===== src/rtl/reflet_byte_bridge.sv =====
`default_nettype none
// ============================================================================
// Module      : reflet_byte_bridge
// Description : Turns one word-wide CPU memory access into a run of byte
//               accesses on an 8-bit synchronous RAM (one-cycle read
//               latency). Byte k of a word lives at addr+k (little-endian),
//               and addresses wrap modulo 2^WORDSIZE.
// Ports       : clk, reset         - rising-edge clock, sync active-high reset
//               cpu_req            - access request (only sampled when idle)
//               cpu_addr           - byte address of byte 0
//               cpu_wdata          - write word
//               cpu_write_en       - 1 = write, 0 = read
//               cpu_rdata          - assembled read word (held between reads)
//               cpu_busy           - access in progress
//               cpu_done           - single-cycle completion pulse
//               ram_addr           - byte address to RAM (held when idle)
//               ram_wdata          - byte write data
//               ram_write_en       - byte write strobe
//               ram_rdata          - byte read data, valid one cycle after
//                                    the address was presented
// Parameters  : WORDSIZE - CPU word width; multiple of 8, at least 8.
// Revision    : 1.0 - initial release
// ============================================================================
module reflet_byte_bridge #(
    parameter int WORDSIZE = 16
) (
    input  logic                clk,
    input  logic                reset,
    input  logic                cpu_req,
    input  logic [WORDSIZE-1:0] cpu_addr,
    input  logic [WORDSIZE-1:0] cpu_wdata,
    input  logic                cpu_write_en,
    output logic [WORDSIZE-1:0] cpu_rdata,
    output logic                cpu_busy,
    output logic                cpu_done,
    output logic [WORDSIZE-1:0] ram_addr,
    output logic [7:0]          ram_wdata,
    output logic                ram_write_en,
    input  logic [7:0]          ram_rdata
);

    localparam int c_N  = WORDSIZE / 8;
    // Counter must reach c_N (last read capture edge).
    localparam int c_CW = $clog2(c_N + 1);

    localparam logic [1:0] c_ST_IDLE  = 2'd0;
    localparam logic [1:0] c_ST_READ  = 2'd1;
    localparam logic [1:0] c_ST_WRITE = 2'd2;

    logic [1:0]          r_state;
    logic [1:0]          w_state_nxt;
    // r_cnt holds (edges since accept) - 1 while an access is running.
    logic [c_CW-1:0]     r_cnt;
    logic [c_CW-1:0]     w_cnt_nxt;
    // Remaining write bytes, shifted down so the next byte is always [7:0].
    logic [WORDSIZE-1:0] r_wshift;
    logic [WORDSIZE-1:0] w_wshift_nxt;

    logic [WORDSIZE-1:0] w_rdata_nxt;
    logic                w_busy_nxt;
    logic                w_done_nxt;
    logic [WORDSIZE-1:0] w_ram_addr_nxt;
    logic [7:0]          w_ram_wdata_nxt;
    logic                w_ram_we_nxt;

    int                  w_cnt;
    logic                w_more_bytes;
    logic                w_read_end;
    logic                w_write_end;

    assign w_cnt        = int'(r_cnt);
    // Another address still has to be issued after this edge's one.
    assign w_more_bytes = (w_cnt < c_N - 1);
    // Last read byte arrives two edges after its address, i.e. edge N+1.
    assign w_read_end   = (w_cnt == c_N);
    assign w_write_end  = (w_cnt == c_N - 1);

    // ------------------------------------------------------------------
    // State and output registers
    // ------------------------------------------------------------------
    always_ff @(posedge clk) begin
        if (reset) begin
            r_state      <= c_ST_IDLE;
            r_cnt        <= '0;
            r_wshift     <= '0;
            cpu_rdata    <= '0;
            cpu_busy     <= 1'b0;
            cpu_done     <= 1'b0;
            ram_addr     <= '0;
            ram_wdata    <= '0;
            ram_write_en <= 1'b0;
        end else begin
            r_state      <= w_state_nxt;
            r_cnt        <= w_cnt_nxt;
            r_wshift     <= w_wshift_nxt;
            cpu_rdata    <= w_rdata_nxt;
            cpu_busy     <= w_busy_nxt;
            cpu_done     <= w_done_nxt;
            ram_addr     <= w_ram_addr_nxt;
            ram_wdata    <= w_ram_wdata_nxt;
            ram_write_en <= w_ram_we_nxt;
        end
    end

    // ------------------------------------------------------------------
    // Next-state logic
    // ------------------------------------------------------------------
    always_comb begin
        w_state_nxt = r_state;
        case (r_state)
            c_ST_IDLE: begin
                if (cpu_req) begin
                    w_state_nxt = cpu_write_en ? c_ST_WRITE : c_ST_READ;
                end
            end
            c_ST_READ: begin
                if (w_read_end) begin
                    w_state_nxt = c_ST_IDLE;
                end
            end
            c_ST_WRITE: begin
                if (w_write_end) begin
                    w_state_nxt = c_ST_IDLE;
                end
            end
            default: w_state_nxt = c_ST_IDLE;
        endcase
    end

    // ------------------------------------------------------------------
    // Output logic (next values of the registered outputs)
    // ------------------------------------------------------------------
    always_comb begin
        w_cnt_nxt       = r_cnt;
        w_wshift_nxt    = r_wshift;
        w_rdata_nxt     = cpu_rdata;
        w_busy_nxt      = cpu_busy;
        w_done_nxt      = 1'b0;
        w_ram_addr_nxt  = ram_addr;
        w_ram_wdata_nxt = ram_wdata;
        w_ram_we_nxt    = 1'b0;

        case (r_state)
            c_ST_IDLE: begin
                if (cpu_req) begin
                    w_busy_nxt     = 1'b1;
                    w_cnt_nxt      = '0;
                    w_ram_addr_nxt = cpu_addr;
                    if (cpu_write_en) begin
                        w_ram_wdata_nxt = cpu_wdata[7:0];
                        w_wshift_nxt    = cpu_wdata >> 8;
                        w_ram_we_nxt    = 1'b1;
                    end
                end
            end
            c_ST_READ: begin
                w_cnt_nxt = r_cnt + c_CW'(1);
                if (w_more_bytes) begin
                    w_ram_addr_nxt = ram_addr + WORDSIZE'(1);
                end
                // Byte (cnt-1) is on ram_rdata now; byte 0 needs two edges.
                for (int b = 0; b < c_N; b++) begin
                    if ((w_cnt >= 1) && (w_cnt - 1 == b)) begin
                        w_rdata_nxt[8*b +: 8] = ram_rdata;
                    end
                end
                if (w_read_end) begin
                    w_busy_nxt = 1'b0;
                    w_done_nxt = 1'b1;
                    w_cnt_nxt  = '0;
                end
            end
            c_ST_WRITE: begin
                w_cnt_nxt = r_cnt + c_CW'(1);
                if (w_more_bytes) begin
                    w_ram_addr_nxt  = ram_addr + WORDSIZE'(1);
                    w_ram_wdata_nxt = r_wshift[7:0];
                    w_wshift_nxt    = r_wshift >> 8;
                    w_ram_we_nxt    = 1'b1;
                end
                if (w_write_end) begin
                    w_busy_nxt = 1'b0;
                    w_done_nxt = 1'b1;
                    w_cnt_nxt  = '0;
                end
            end
            default: begin
                w_busy_nxt = 1'b0;
                w_cnt_nxt  = '0;
            end
        endcase
    end

endmodule
`default_nettype wire


===== config.mk =====
export PLATFORM = sky130hd
export DESIGN_NAME = reflet_byte_bridge
export DESIGN_NICKNAME = d
export VERILOG_FILES = /design/src/rtl/reflet_byte_bridge.sv
export SDC_FILE = /design/constraint.sdc
export NUM_CORES = 1
export LEC_CHECK = 0
export CELL_PAD_IN_SITES_DETAIL_PLACEMENT = 1
export CELL_PAD_IN_SITES_GLOBAL_PLACEMENT = 1
export CORE_ASPECT_RATIO = 0.8
export CORE_UTILIZATION = 33
export CTS_CLUSTER_DIAMETER = 120
export DETAILED_ROUTE_END_ITERATION = 10
export PLACE_DENSITY = 0.88
export SLEW_MARGIN = 20
export SYNTH_ARGS = -nofsm -noshare
export SYNTH_HDL_FRONTEND = slang
export SYNTH_SLANG_ARGS = --single-unit

===== constraint.sdc =====
create_clock -name clk -period 1.88 [get_ports clk]
set_input_delay 0.188 -clock clk [delete_from_list [all_inputs] [get_ports clk]]
set_output_delay 0.188 -clock clk [all_outputs]
set_load 0.02 [all_outputs]

## Word-level counts from Yosys, hierarchy flattened

Cells that the tools add are included.

| word-level totals | value |
|---|---|
| bits in registers | 63 |
| output and inout port bits | 43 |
| bits in latches | 0 |
| memory bits (read-only) | 0 |
| word-level logic and storage cells | 69 |
| input port bits | 44 |
| memories | 0 |
| bits in writable memories | 0 |

| operators by class | value |
|---|---|
| magnitude comparators | 2 |
| $mul | 0 |
| equal/unequal tests | 11 |
| add/subtract/negate cells | 3 |
| divide/modulo/power cells | 0 |
| shifts and indexed selects | 0 |
| mux-type cells | 31 |
| reductions and logical operators | 12 |
| bitwise logic cells | 0 |

Operators with widths:

| kind | number |
|---|---|
| $mux W16 | 5 |
| $pmux W16 S2 | 2 |
| $logic_not A32 Y1 | 1 |
| $mux W8 | 3 |
| $add A16 B1 Y16 const B | 1 |
| $pmux W8 S2 | 1 |
| $mux W2 | 7 |
| $pmux W2 S3 | 2 |
| $ne A2 B2 Y1 const B | 5 |
| $mux W1 | 8 |
| $eq A2 B2 Y1 const B | 3 |
| $reduce_and A3 Y1 | 2 |
| $pmux W1 S2 | 2 |
| $reduce_and A2 Y1 | 2 |
| $reduce_and A4 Y1 | 1 |
| $reduce_bool A2 Y1 | 2 |
| $eq A3 B2 Y1 const B | 1 |
| $pmux W1 S3 | 1 |
| $sub A2 B1 Y3 const B | 1 |
| $add A2 B1 Y2 const B | 1 |
| $eq A2 B1 Y1 const B | 1 |
| $ge A2 B1 Y1 const B | 1 |
| $logic_and A1 B1 Y1 | 2 |
| $logic_not A2 Y1 | 1 |
| other kinds (3) | 3 |

## Longest topological paths before layout

Gate-level depths: netlist of the first run.

| depth | value |
|---|---|
| depth after elaboration | 4 |
| gate-level depth with buffers | 9 |
| gate-level depth less buffers | 7 |

## Worst setup path after synthesis of the first run

No wires, ideal clock.

| timing | value |
|---|---|
| kind | register to register |
| start point | register ram_addr[1] |
| end point | register ram_addr[14] |
| clock period less this slack | 1.843 ns |
| library setup time | 0.074 ns |
| data arrival time | 1.769 ns |
| slack | 0.037 ns |
| required time | 1.806 ns |
| buffers on the path | 0 |
| stages on the path, launching flop included | 7 |
| path through | dfxtp_1 -> ha_1 -> nand4_1 -> nor2_4 -> nand2b_4 -> or4_1 -> a31oi_1 |

| between the ends | value |
|---|---|
| word-level cells in the longest chain between the ends | 3 |

RTL lines:

| item | RTL line | text |
|---|---|---|
| start, declared | 36 | `output logic [WORDSIZE-1:0] ram_addr,` |
| start signal, assigned | 99 | `ram_addr <= w_ram_addr_nxt;` |
| $add A16 B1 Y16 | 159, 176 |  |
| $mux W16 | 158, 175 |  |
| $pmux W16 S2 | 143 | `case (r_state)` |

Every way passes these cells. The select of a mux whose other input is x is not followed.
A chain may end at the register's enable or synchronous reset.

## Worst setup path after layout of the first run

| timing | value |
|---|---|
| start point | register ram_addr[2] |
| end point | register ram_addr[13] |

Same word-level chain as after synthesis.

==> results.json, run 1 <==
{
  "detail_route.vias_per_cell": 5.09,
  "die_area_mm2": 0.00855,
  "grt_max_degree": 36,
  "final-setup-viol-count": 0,
  "cts_tree": "built",
  "synth_edf_count": 0,
  "cp-end-kind": "flop",
  "syn_area_mm2": 0.00270,
  "fin_setup_tns_ns": 0,
  "drtPass1Iterations": 4,
  "final_cell_mix": "clkdlybuf4s50_1 (85), dfxtp_1 (53), nor2_1 (50), a21oi_1 (43), nand2_1 (28)",
  "nets": 470,
  "track_usage_pct": 20.1,
  "finalClockSkew_ns": 0.0142,
  "drv_cap": 0,
  "synth_fp_nets": 379,
  "vdd_drop_max_v": 0.000468,
  "relSlewSlack_pct": 67.6,
  "synth_cells": 331,
  "grt_pass1_wl_um": 13600,
  "path_clk_slew_ns": 0.11,
  "syn_to_final_growth_pct": 43.7,
  "tightest_slew_ns": 0.485,
  "nFillCells": 982,
  "critical_path_class": "reg2reg",
  "max_freq_mhz": 552,
  "power_density_mw_per_mm2": 957,
  "slew_viol_final": 0,
  "initial_core_util_pct": 34.1,
  "worstSkewPairLatency_ns": 0.32,
  "wl_um": 8250,
  "ys_ff_latch": 55,
  "cts_max_path_buffers": 2,
  "drc_errors": 0,
  "final_cells": 531,
  "period_share_pct": 96.3,
  "fin_crit_ns": 1.81,
  "wire_per_inst_um": 15.5,
  "slowest_stage": "or3_1",
  "num_vias": 2705,
  "worst_ep_required_time_ns": 2.07,
  "mostFrequentLayoutCell": "clkdlybuf4s50_1",
  "n_antenna_cell": 0,
  "synth_async_sr_flop_share_pct": 0,
  "p_leak_nw": 1.44,
  "ant_nets": 0,
  "io_buffer_count": 86,
  "synth_warnings": 0,
  "place_area_mm2": 0.00375,
  "power.total_mw": 3.71,
  "final_util_pct": 49.0,
  "crit_family": "simple AND/OR/NAND/NOR gates",
  "r2r_start": "ram_addr[2]",
  "worstHoldPathType": "in2reg",
  "first_iter_violations": 116,
  "finalWorstSetupSlack_ns": 0.0689,
  "dp_slack_ns": -0.00400,
  "synth.distinct_cells": 51,
  "grt.overflow.total": 0,
  "avgSynthCellArea_um2": 8.15,
  "worstReg2RegEnd": "ram_addr[13]",
  "min_path_cells": 2,
  "worst-endpoint-arrival_ns": 2.00,
  "core-area_mm2": 0.00791,
  "cts-htree-levels": 2,
  "die_h_um": 82.9,
  "die_w_um": 103,
  "rows": 29,
  "gp_congestion": 0.782,
  "placedCellCount": 523,
  "cp_num_buf_inv": 0,
  "r2r_slack_ns": 0.07,
  "cp_max_fo": 7,
  "io_pins": 87,
  "clockRootBuffer": "clkbuf_8",
  "hold_viol": 0,
  "slowest_delay_ns": 0.51,
  "antenna_found_initial": 0,
  "layout-drive-gt1-share_pct": 11.6,
  "holdWs_ns": 0.310,
  "cts_sinks": 55,
  "cts_inserted_buffers": 5,
  "min_from": "reset",
  "path_cells": "nand4_1, or3_1, o21a_1, o21ai_0, a21oi_1",
  "final_cell_area_mm2": 0.00388,
  "hpwl_um": 6040,
  "min_to": "ram_addr[4]",
  "ys_seq_area_share_pct": 40.8,
  "r2r_cells": 5,
  "status": "finished, final reports clean",
  "synth_ff_type": "dfxtp_1",
  "grt_pass1_vias": 2796,
  "crit_path_start_kind": "flop",
  "cts_setup_buffers": 0
}
-- area by class of cell --
class                           instances  area [um2]  area share [%]
Clock buffer                            5        68.8            1.77
Clock inverter                          3        26.3           0.677
Inverter                                8        33.8           0.871
Multi-Input combinational cell        245        1470            38.0
Sequential cell                        55        1100            28.5
Tap cell                              108         135            3.48
Timing Repair Buffer                  107        1040            26.8
-- cell families after synthesis --
kind of cell	count (synthesis)	share of synthesized area, %
and+or+nand+nor	135	24.8
AOI/OAI and AO/OA	85	18.8
DFF	55	40.8
buffers and inverters	31	5.89
muxes	21	7.83
adders and majority gates	4	1.85
-- synthesized netlist by cell type (7+ instances only) --
cell       n  area, um2
nor2_1    50        188
inv_1      8       30.0
nand3_1   14       70.1
buf_2      8       40.0
o21ai_0   11       55.1
nor2b_1    7       43.8
nand2_1   28        105
dfxtp_1   55       1100
a21oi_1   43        215
clkbuf_1   8       30.0
mux2i_1   20        200
nor3b_1    8       60.1
-- state kept, by name, summed over array words and instances (netlist names), 2 cells and up --
name / flops
cpu_rdata: 16
ram_addr: 16
r_cnt: 2
r_wshift: 8
r_state: 2
ram_wdata: 8
-- what timing repair did --
action                     in CTS  in global routing
hold buffers                    0                  0
pin swaps                       1                  0
setup endpoints to repair       1                 17
cloned                          0                  0
gates resized for setup         1                  7
-- routing by layer --
layer	wire length, um	GRT usage, %	share of wire, %	vias to the layer above
met3	257	3.28	3.1	9
met1	4000	27.2	49	1306
li1	-	-	-	1342
met5	0	0	0	-
met4	116	5.12	1.4	0
met2	3870	33.2	47	48
-- how the worst max path moves through the flow --
stage / start / cells past startpoint / end
global route: r_state[0] / 5 / ram_addr[14]
floorplan: ram_addr[1] / 6 / ram_addr[14]
finish: ram_addr[2] / 5 / ram_addr[13]
CTS: r_state[0] / 8 / ram_addr[4]
detailed placement: r_state[0] / 8 / ram_addr[4]
global placement: r_state[0] / 8 / ram_addr[4]
-- power breakdown --
| group | internal, mW | switching, mW | leakage (nW) |
|---|---|---|---|
| Sequential | 1.31 | 0.161 | 0.449 |
| Combinational | 0.727 | 0.803 | 0.945 |
| Clock | 0.276 | 0.438 | 0.0491 |
| Total | 2.31 | 1.40 | 1.44 |
Note: power is estimated with default switching activity, not from simulation.
==> run 2, diff against run 1 <==
--- a/config.mk
+++ b/config.mk
@@ -16,3 +16,4 @@
 export SYNTH_ARGS = -nofsm -noshare
 export SYNTH_HDL_FRONTEND = slang
 export SYNTH_SLANG_ARGS = --single-unit
+export TNS_END_PERCENT = 5
==> results.json, run 2 (same netlist as run 1, synthesis figures left out) <==
{
  "drv_cap": 0,
  "cts_sinks": 55,
  "relSlewSlack_pct": 67.4,
  "gp_congestion": 0.782,
  "final_cells": 531,
  "initial_core_util_pct": 34.1,
  "dp_slack_ns": -0.00400,
  "p_leak_nw": 1.45,
  "worst_ep_required_time_ns": 2.07,
  "cts_tree": "built",
  "slew_viol_final": 0,
  "status": "finished, final reports clean",
  "cp-end-kind": "flop",
  "rows": 29,
  "nets": 470,
  "max_freq_mhz": 555,
  "hold_viol": 0,
  "wire_per_inst_um": 15.5,
  "placedCellCount": 523,
  "power.total_mw": 3.70,
  "core-area_mm2": 0.00791,
  "io_buffer_count": 86,
  "worstSkewPairLatency_ns": 0.32,
  "final-setup-viol-count": 0,
  "grt.overflow.total": 0,
  "cts-htree-levels": 2,
  "clockRootBuffer": "clkbuf_8",
  "rsz0062_at_grt": "no",
  "reg.largest.list": "cpu_rdata x16, ram_addr x16",
  "first_iter_violations": 101,
  "detail_route.vias_per_cell": 5.11,
  "hpwl_um": 6040,
  "fin_crit_ns": 1.80,
  "cts_setup_buffers": 0,
  "n_antenna_cell": 0,
  "cts_inserted_buffers": 5,
  "vdd_drop_max_v": 0.000466,
  "grt_pass1_vias": 2796,
  "worst-endpoint-arrival_ns": 1.99,
  "drc_errors": 0,
  "syn_to_final_growth_pct": 43.6,
  "place_area_mm2": 0.00375,
  "drtPass1Iterations": 4,
  "fin_setup_tns_ns": 0,
  "grt_max_degree": 36,
  "ant_nets": 0,
  "track_usage_pct": 20.1,
  "final_cell_mix": "clkdlybuf4s50_1 (85), dfxtp_1 (53), nor2_1 (50), a21oi_1 (43), nand2_1 (28)",
  "layout-drive-gt1-share_pct": 11.3,
  "cp_max_fo": 7,
  "critical_path_class": "reg2reg",
  "die_h_um": 82.9,
  "die_w_um": 103,
  "worstHoldPathType": "in2reg",
  "finalWorstSetupSlack_ns": 0.0780,
  "nFillCells": 983,
  "period_share_pct": 95.8,
  "finalClockSkew_ns": 0.0137,
  "power_density_mw_per_mm2": 955,
  "cts_max_path_buffers": 2,
  "path_clk_slew_ns": 0.11,
  "wl_um": 8210,
  "antenna_found_initial": 0,
  "final_cell_area_mm2": 0.00387,
  "num_vias": 2711,
  "mostFrequentLayoutCell": "clkdlybuf4s50_1",
  "grt_pass1_wl_um": 13600,
  "die_area_mm2": 0.00855,
  "crit_path_start_kind": "flop",
  "io_pins": 87,
  "tightest_slew_ns": 0.489
}
==> run 2: cell count changes in the layout (fill, tap and decap cells not counted), sizes merged <==
cell	delta
clkinvlp	-1
inv	+1
==> run 2: repair_timing <==
action                                  4_1_cts  5_1_grt
resized for setup                             1        6
cloned                                        0        0
pin swaps                                     1        0
endpoints found under the setup margin        1       17
hold buffers                                  0        0
endpoints found under the hold margin         0        0
==> run 2: area by class of cell <==
class                      count  area [um2]  area share (%)
tap                          108         135            3.49
timing repair buffer         107        1040            26.8
clock buffer                   5        68.8            1.78
multi-input combinational    245        1470            38.0
inverter                       8        30.0           0.775
sequential                    55        1100            28.5
clock inverter                 3        26.3           0.678
==> run 2: path summary, 6_finish.rpt <==
| kind | end | from | depth (start not counted) | slack (ns) |
|---|---|---|---|---|
| setup / recovery | ram_addr[13] | ram_addr[2] | 5 | 0.08 |
| hold / removal | ram_addr[4] | reset | 2 | 0.31 |
| setup reg to reg | ram_addr[13] | ram_addr[2] | 5 | 0.08 |
| hold reg to reg | cpu_rdata[3] | cpu_rdata[3] | 2 | 0.47 |
==> run 2: where the power goes <==
group / leakage, nW / internal [mW] / switching (mW)
Sequential: 0.449 / 1.31 / 0.160
Clock: 0.0491 / 0.276 / 0.437
Combinational: 0.947 / 0.724 / 0.797
==> run 2: routing by layer <==
metal | track usage, % | vias to the layer above | share of wire (%)
met3 | 3.28 | 6 | 4.0
li1 | - | 1345 | -
met2 | 33.2 | 58 | 47
met4 | 5.12 | 0 | 1.1
met5 | 0 | - | 0
met1 | 27.2 | 1302 | 47
==> run 2: metrics by stage <==
stage               hold slack [ns]  util [%]
CTS                           0.310      48.6
detailed placement            0.457      47.4
global placement              0.442      47.4
finish                        0.312      49.0
floorplan                     0.332         -
global route                  0.333      49.0
==> run 2: worst max-delay path: stages (launching register included) <==
cell and delay [ns]:
dfxtp_1 0.48, nand4_1 0.17, or3_1 0.51, o21a_1 0.22, o21ai_0 0.20, a21oi_1 0.09
==> run 3, diff against run 2 <==
--- a/config.mk
+++ b/config.mk
@@ -11,6 +11,7 @@
 export CORE_UTILIZATION = 33
 export CTS_CLUSTER_DIAMETER = 120
 export DETAILED_ROUTE_END_ITERATION = 10
+export HOLD_SLACK_MARGIN = 0.03
 export PLACE_DENSITY = 0.88
 export SLEW_MARGIN = 20
 export SYNTH_ARGS = -nofsm -noshare
==> results of run 3 <==
Final layout, timing and power as in run 2 (identical DEF).
